`src/rtl/hb_watchdog.sv`:
```
`default_nettype none
// ============================================================================
// Module      : hb_watchdog
// Description : Heartbeat watchdog. Watches a debounced "alive" flag, pulses
//               an active-low reset to the monitored host when the heartbeat
//               is lost, retries a bounded number of times, then latches
//               FAULT until cleared. One shared timer measures time-in-state.
//               Optional build macro HB_WDT_EVENT_CNT_EN enables the
//               saturating loss-event counter on loss_cnt.
// Revision    : 1.0 - initial release
// ============================================================================
module hb_watchdog #(
    parameter int COUNT_WIDTH = 12,
    parameter int LOSS_HOLD   = 16,
    parameter int RST_PULSE   = 32,
    parameter int RECOVER_MAX = 200,
    parameter int MAX_RETRY   = 3
) (
    input  logic       clk,
    input  logic       rst_l,
    input  logic       alive,
    input  logic       enable,
    input  logic       clr_fault,
    output logic       host_rst_l,
    output logic       fault,
    output logic [2:0] state,
    output logic [1:0] retry_cnt,
    output logic [7:0] loss_cnt
);

    typedef enum logic [2:0] {
        ST_RECOVER   = 3'd0,
        ST_MONITOR   = 3'd1,
        ST_DEBOUNCE  = 3'd2,
        ST_RESETTING = 3'd3,
        ST_FAULT     = 3'd4
    } state_t;

    // The MONITOR sample is loss sample 1, so DEBOUNCE timer value k is
    // loss sample k+2; LOSS_HOLD==1 never enters DEBOUNCE at all.
    localparam int                     c_loss_last_i  = (LOSS_HOLD >= 2) ? (LOSS_HOLD - 2) : 0;
    localparam logic [COUNT_WIDTH-1:0] c_recover_last = COUNT_WIDTH'(RECOVER_MAX - 1);
    localparam logic [COUNT_WIDTH-1:0] c_pulse_last   = COUNT_WIDTH'(RST_PULSE - 1);
    localparam logic [COUNT_WIDTH-1:0] c_loss_last    = COUNT_WIDTH'(c_loss_last_i);
    localparam logic [COUNT_WIDTH-1:0] c_one          = COUNT_WIDTH'(1);
    localparam logic [1:0]             c_max_retry    = 2'(MAX_RETRY);

    state_t                 state_q, state_d;
    logic [COUNT_WIDTH-1:0] timer_q, timer_d;
    logic [1:0]             retry_q, retry_d;
    logic                   host_rst_l_q, host_rst_l_d;
    logic                   fault_q, fault_d;

    logic                   w_timeout;
    logic [1:0]             w_retry_base;

    // Next-state decode: enable gate, per-state events, then the shared
    // timeout path which sees retry_cnt after any same-cycle clear.
    always_comb begin
        state_d      = state_q;
        timer_d      = timer_q + c_one;
        w_timeout    = 1'b0;
        w_retry_base = clr_fault ? 2'd0 : retry_q;
        retry_d      = w_retry_base;

        if (!enable) begin
            state_d = ST_RECOVER;
        end else begin
            case (state_q)
                ST_RECOVER: begin
                    if (alive)
                        state_d = ST_MONITOR;
                    else if (timer_q == c_recover_last)
                        w_timeout = 1'b1;
                end
                ST_MONITOR: begin
                    if (!alive) begin
                        if (LOSS_HOLD == 1)
                            w_timeout = 1'b1;
                        else
                            state_d = ST_DEBOUNCE;
                    end
                end
                ST_DEBOUNCE: begin
                    if (alive)
                        state_d = ST_MONITOR;
                    else if (timer_q == c_loss_last)
                        w_timeout = 1'b1;
                end
                ST_RESETTING: begin
                    if (timer_q == c_pulse_last)
                        state_d = ST_RECOVER;
                end
                ST_FAULT: begin
                    if (clr_fault)
                        state_d = ST_RECOVER;
                end
                default: state_d = ST_RECOVER;
            endcase

            if (w_timeout) begin
                if (w_retry_base == c_max_retry) begin
                    state_d = ST_FAULT;
                end else begin
                    state_d = ST_RESETTING;
                    retry_d = w_retry_base + 2'd1;
                end
            end
        end

        // Timer restarts on any state change and is parked at 0 while disabled.
        if (!enable || (state_d != state_q))
            timer_d = '0;

        host_rst_l_d = (state_d != ST_RESETTING);
        fault_d      = (state_d == ST_FAULT);
    end

    // FSM registers; outputs are registered from the next state so they
    // change only on clock edges (or immediately on reset).
    always_ff @(posedge clk or negedge rst_l) begin
        if (!rst_l) begin
            state_q      <= ST_RECOVER;
            timer_q      <= '0;
            retry_q      <= 2'd0;
            host_rst_l_q <= 1'b1;
            fault_q      <= 1'b0;
        end else begin
            state_q      <= state_d;
            timer_q      <= timer_d;
            retry_q      <= retry_d;
            host_rst_l_q <= host_rst_l_d;
            fault_q      <= fault_d;
        end
    end

`ifdef HB_WDT_EVENT_CNT_EN
    logic [7:0] loss_q, loss_d;
    logic       w_loss_evt;

    // A loss event is the LOSS_HOLD-th consecutive low sample being taken.
    assign w_loss_evt = enable && !alive &&
                        (((state_q == ST_DEBOUNCE) && (timer_q == c_loss_last)) ||
                         ((state_q == ST_MONITOR) && (LOSS_HOLD == 1)));
    assign loss_d     = (w_loss_evt && (loss_q != 8'hFF)) ? (loss_q + 8'd1) : loss_q;

    // Saturating loss-event counter, cleared only by reset.
    always_ff @(posedge clk or negedge rst_l) begin
        if (!rst_l)
            loss_q <= 8'h00;
        else
            loss_q <= loss_d;
    end

    assign loss_cnt = loss_q;
`else
    assign loss_cnt = 8'h00;
`endif

    assign state      = state_q;
    assign retry_cnt  = retry_q;
    assign host_rst_l = host_rst_l_q;
    assign fault      = fault_q;

endmodule
`default_nettype wire

```
`config.mk`:
```
export PLATFORM = sky130hd
export DESIGN_NAME = hb_watchdog
export DESIGN_NICKNAME = d
export VERILOG_FILES = /design/src/rtl/hb_watchdog.sv
export SDC_FILE = /design/constraint.sdc
export NUM_CORES = 1
export LEC_CHECK = 0
export CORE_UTILIZATION = 28
export DETAILED_ROUTE_END_ITERATION = 6
export GPL_ROUTABILITY_DRIVEN = 0
export HOLD_SLACK_MARGIN = 0.05
export PLACE_DENSITY_LB_ADDON = 0.12
export SLEW_MARGIN = 20
export SYNTH_ARGS = -nofsm -noshare
export SYNTH_HDL_FRONTEND = slang
export SYNTH_SLANG_ARGS = --single-unit
```
`constraint.sdc`:
```
create_clock -name clk -period 2.3 [get_ports clk]
set_input_delay 0.46 -clock clk [delete_from_list [all_inputs] [get_ports clk]]
set_output_delay 0.46 -clock clk [all_outputs]
set_load 0.01 [all_outputs]
```
==> impl_metrics.json, run 1 <==
{
  "status": "finished, violations left",
  "violations": "negative setup slack",
  "skew_ns": 0.00218,
  "drive_gt1_frac": 0.250,
  "cts_setup_buffers": 0,
  "ys_dominant_reg_cell": "dfrtp_1",
  "yosysTopAreaCell": "dfrtp_1",
  "rows": 23,
  "synth_cell_types": 36,
  "dieArea_mm2": 0.00454,
  "criticalPathCategory": "reg2reg",
  "postCtsResizedCells": 0,
  "min_period_over_period": 1.00,
  "postRouteAntennaNets": 0,
  "core_area_mm2": 0.00406,
  "ys_top_cells_by_count": "dfrtp_1, nand2_1, nor2_1",
  "ctsRootBufferMaster": "clkbuf_8",
  "insertion_delay_ns": 0.26,
  "start_kind": "register",
  "final_core_util": 0.364,
  "postSynthAreaPerCell_um2": 10.3,
  "pre_cts_slack_ns": -0.0799,
  "nFillCells": 400,
  "period_needed_ns": 2.31,
  "start_util": 0.295,
  "cp.arrival_ns": 2.45,
  "rsz0062_at_grt": "true",
  "yosys_warnings": 0,
  "ys_async_sr_fraction": 1.00,
  "cts.sinks": 19,
  "leakagePower_uw": 0.000579,
  "post_drt_wl_per_cell_um": 14.4,
  "hold_class": "in2async",
  "grt_antenna_before_repair": 0,
  "ios": 20,
  "grtUsageTotal": 0.138,
  "fmax_mhz": 433,
  "ys_ff_latch": 19,
  "vias": 917,
  "grt.overflow.total": 0,
  "layout_setup_ws_ns": -0.00953,
  "synth_cells": 116,
  "synth-edff-count": 0,
  "synth_top_cell_area_share": 0.377,
  "crit_fanout": 13,
  "first_global_vias": 905,
  "place_hpwl_um": 2000,
  "p_seq_frac": 0.507,
  "p_per_area_mw_per_mm2": 464,
  "drt_pass1_iterations": 4,
  "pwr-share-clk": 0.347,
  "synth_seq_area_share": 0.399,
  "multi_input_area_um2": 638,
  "cts_tree": "done",
  "drc": 0,
  "synthesis.area_mm2": 0.00120,
  "grt_pass1_wl_um": 4550,
  "placed_area_mm2": 0.00143,
  "cts.path.max_buffers": 2,
  "swShare": 0.266,
  "synth.most_common_cell": "dfrtp_1",
  "max-vdd-ir-drop_uv": 249,
  "maxSlewViolCount": 0,
  "power_switching_uw": 182,
  "drt_wl_total_um": 2740,
  "setup_viol": 7,
  "crit_required_ns": 2.44,
  "cts.htree.levels": 1,
  "crit_path_end_kind": "register",
  "ff_latch_area_um2": 477,
  "power.internal_uw": 502,
  "numCtsBuffers": 3,
  "via_per_inst": 4.83,
  "combPwrFrac": 0.146,
  "fp.dieW_um": 67.4,
  "io_buffers": 11,
  "clk_pin_slew_ns": 0.07,
  "grt_start_max_net_pins": 20,
  "hold_viol_final": 0,
  "yosys-top-cells-area": "dfrtp_1, a211oi_2, xor2_1, buf_4, nand2_1",
  "nets": 148,
  "design_area_mm2": 0.00148,
  "die_h_um": 67.4,
  "area_growth_syn_to_layout_pct": 23.3,
  "insertedDiodeCount": 0,
  "drv_cap": 0,
  "initialDrtViolationCount": 69
}
## cell type report
cell class	instances	share of cell area
Timing Repair Buffer	25	0.163
Tap cell	50	0.0424
Clock inverter	1	0.00339
Inverter	3	0.00763
Clock buffer	3	0.0280
Sequential cell	19	0.323
Multi-Input combinational cell	89	0.433
## kinds of logic after synthesis
logic type      after synthesis  share of synthesized area
buf+inv                      15                     0.0899
other cells                   1                    0.00314
compound gates               26                      0.224
simple gates                 42                      0.183
flops                        19                      0.399
xor+xnor                     11                     0.0806
fa+ha+maj                     2                     0.0209
## per-layer routing
metal / vias up / share of wire / global-route usage
met3: 6 / 0.048 / 0.0287
li1: 447 / - / -
met4: 0 / 0.020 / 0.0612
met1: 435 / 0.47 / 0.174
met5: - / 0 / 0
met2: 29 / 0.47 / 0.226
## layout by cell type (no fill, tap or decap), types with 3 or more instances in the layout
master / count
nand2_1: 12
clkdlybuf4s50_1: 11
nor2_1: 11
dfrtp_1: 18
nand3b_1: 3
conb_1: 8
a21oi_1: 3
xor2_1: 8
buf_4: 12
a211oi_1: 3
xnor2_1: 3
a211oi_2: 9
nand3_1: 6
clkbuf_8: 3
inv_1: 3
## what timing repair did
item                                   CTS  global route
endpoints found under the hold margin    0             0
pin swaps                                0             1
setup endpoints to repair               12            12
hold buffers                             0             0
## final timing paths
check | to | slack (ns) | depth (start not counted) | startpoint
min in group clk | timer_q[0] | 0.56 | 2 | timer_q[0]
hold / removal | retry_cnt[0] | 0.54 | 2 | rst_l
setup reg to reg | timer_q[11] | -0.01 | 6 | timer_q[5]
setup / recovery | timer_q[11] | -0.01 | 6 | timer_q[5]
max in group asynchronous | host_rst_l | 1.50 | 2 | rst_l
hold reg to reg | timer_q[0] | 0.56 | 2 | timer_q[0]
## per-stage QoR
stage | hold WS (ns) | power [uW] | cells | TNS (ns)
3_3_place_gp | 0.538 | 452 | 186 | -1.01
5_1_grt | 0.557 | 719 | 190 | -0.645
4_1_cts | 0.551 | 692 | 190 | -0.0715
6_report | 0.537 | 684 | 190 | -0.0352
2_1_floorplan | 0.164 | 416 | 123 | -0.460
3_5_place_dp | 0.547 | 453 | 186 | -0.890
## power groups by stage
stage	logic (uW)	clock network (uW)	registers, uW
3_3_place_gp	98.6	0	353
6_report	99.6	237	347
5_1_grt	108	262	348
3_5_place_dp	99.9	0	353
4_1_cts	100	245	347
2_1_floorplan	62.0	0	354
## critical path, cell delays in order (launching register included)
cell and delay (ns):
dfrtp_1 0.40, or4_4 0.52, or4b_4 0.53, a21o_1 0.21, a311oi_4 0.26, buf_12 0.19
a211oi_1 0.08
## flip-flops by register name (all words and copies together) (netlist names)
name	cells
fault	1
host_rst_l	1
retry_cnt	2
timer_q	12
state	3
Power figures use the tool's default switching activity.
==> run 2, diff against run 1 <==
--- a/config.mk
+++ b/config.mk
@@ -5,11 +5,12 @@
 export SDC_FILE = /design/constraint.sdc
 export NUM_CORES = 1
 export LEC_CHECK = 0
-export CORE_UTILIZATION = 28
+export CORE_UTILIZATION = 39
 export DETAILED_ROUTE_END_ITERATION = 6
 export GPL_ROUTABILITY_DRIVEN = 0
 export HOLD_SLACK_MARGIN = 0.05
 export PLACE_DENSITY_LB_ADDON = 0.12
+export SETUP_SLACK_MARGIN = 0.05
 export SLEW_MARGIN = 20
 export SYNTH_ARGS = -nofsm -noshare
 export SYNTH_HDL_FRONTEND = slang
==> run 2 against run 1 <==
  * The run ends with design-rule violations, negative setup slack left
  * Maximum frequency down 1.7%
  * Power down 9.9%
  * Critical path depth unchanged
  * Highest routed layer unchanged
  * Clock power down 28%
  * Final cell count fell by 9.5%
  * Largest power group unchanged
  * Sequential share of layout area grew 0.44 points
  * Final area down 1.4%
  * Critical endpoint is now timer_q[1]
==> impl_metrics.json, run 2 (synthesized netlist as in run 1, its figures left out) <==
{
  "wl_met1_um": 1180,
  "multi_input_area_um2": 653,
  "criticalPathCategory": "reg2reg",
  "design_power_total_uw": 616,
  "dieArea_mm2": 0.00329,
  "maxSlewViolCount": 0,
  "critPathBufInv": 1,
  "crit_chain": "or4_4 > or4b_4 > a21o_1 > a311oi_4 > buf_12 > a211oi_1",
  "setup_viol": 12,
  "largest_register": "timer_q",
  "first_global_vias": 911,
  "final_common_cell": "dfrtp_1",
  "cpPeakStageDelay_ns": 0.54,
  "nFillCells": 263,
  "io_buffers": 11,
  "cp_slowest_cell": "or4_4",
  "ff_latch_area_um2": 477,
  "status": "finished, violations left",
  "drt_wl_total_um": 2460,
  "crit_required_ns": 2.47,
  "hold_buffers": 0,
  "core_area_mm2": 0.00283,
  "rows": 19,
  "numCtsBuffers": 3,
  "start_kind": "register",
  "drc": 4,
  "ctsRootBufferMaster": "clkbuf_4",
  "cp_top_family": "simple AND/OR/NAND/NOR gates",
  "grt.overflow.total": 0,
  "fmax_mhz": 426,
  "dpl.cell_count": 167,
  "initialDrtViolationCount": 22,
  "layout_setup_ws_ns": -0.0500,
  "route.met2.wl_um": 1130,
  "skew_ns": 0.00696,
  "final_core_util": 0.514,
  "crit_fanout": 13,
  "cts.path.max_buffers": 2,
  "leakagePower_uw": 0.000576,
  "drv_cap": 0,
  "cts_tree": "done",
  "post_drt_wl_per_cell_um": 14.3,
  "place_hpwl_um": 1790,
  "cts.htree.levels": 1,
  "largest_register_ff_count": 12,
  "period_needed_ns": 2.35,
  "start_util": 0.423,
  "die_h_um": 57.4,
  "crit_path_end_kind": "register",
  "rsz0062_at_grt": "true",
  "grt_pass1_wl_um": 4240,
  "hold_viol_final": 0,
  "cp.arrival_ns": 2.52,
  "violations": "design-rule violations, negative setup slack",
  "ios": 20,
  "wl_met3_um": 109,
  "p_per_area_mw_per_mm2": 424,
  "fp.dieW_um": 57.4,
  "grtUsageTotal": 0.169,
  "grt_start_max_net_pins": 14,
  "mostFrequentLayoutCells": "dfrtp_1, buf_4, nand2_1",
  "nets": 149,
  "drive_gt1_frac": 0.262,
  "via_per_inst": 5.33,
  "insertedDiodeCount": 0,
  "max-vdd-ir-drop_uv": 227,
  "postRouteAntennaNets": 0,
  "fin_cells": 172,
  "cts.sinks": 19,
  "insertion_delay_ns": 0.30,
  "min_period_over_period": 1.02,
  "top_layer_used": "met4",
  "hold_class": "in2async",
  "drt_pass1_iterations": 6,
  "vias": 916,
  "area_growth_syn_to_layout_pct": 21.7,
  "clk_pin_slew_ns": 0.11,
  "grt_antenna_before_repair": 0
}
run 2: metal layers:
metal	vias to the layer above	global-route usage
met3	5	0.0363
met4	0	0.0732
li1	453	-
met1	434	0.227
met2	24	0.261
met5	-	0
run 2: area by class of cell:
cell class / instances / area share
Clock buffer: 3 / 0.0155
Clock inverter: 1 / 0.00344
Inverter: 3 / 0.00774
Multi-Input combinational cell: 89 / 0.449
Sequential cell: 19 / 0.328
Tap cell: 31 / 0.0267
Timing Repair Buffer: 26 / 0.170
run 2: timing repair:
action                                  CTS  global route
buffers inserted                          0             1
resized for setup                         1             1
endpoints found under the setup margin   13            15
pin swaps                                 0             1
hold endpoints to repair                  0             0
run 2: power breakdown:
part,leakage [uW],internal [uW],switching (uW),total (uW)
registers,0.000259,340,6.44,347
logic,0.000300,41.6,56.9,98.6
clock network,0.0000177,64.9,106,171
total,0.000576,447,170,616
run 2: path summary, 6_finish.rpt:
kind | slack [ns] | cells after the start | end | startpoint
worst max-delay path | -0.05 | 6 | timer_q[1] | timer_q[8]
worst min-delay path | 0.47 | 1 | state[1] | rst_l
worst max register to register | -0.05 | 6 | timer_q[1] | timer_q[8]
worst min register to register | 0.56 | 2 | timer_q[0] | timer_q[0]
max in group asynchronous | 1.32 | 2 | timer_q[6] | rst_l
min in group clk | 0.56 | 2 | timer_q[0] | timer_q[0]
run 2: metrics by stage:
stage,setup slack [ns],cell area (um2),hold WS [ns],setup TNS (ns)
6_report,-0.0500,1460,0.468,-0.308
5_1_grt,-0.112,1460,0.474,-1.04
4_1_cts,-0.0714,1440,0.484,-0.606
3_5_place_dp,-0.154,1410,0.544,-1.62
3_3_place_gp,-0.104,1410,0.538,-1.09
2_1_floorplan,-0.0512,1220,0.164,-0.460
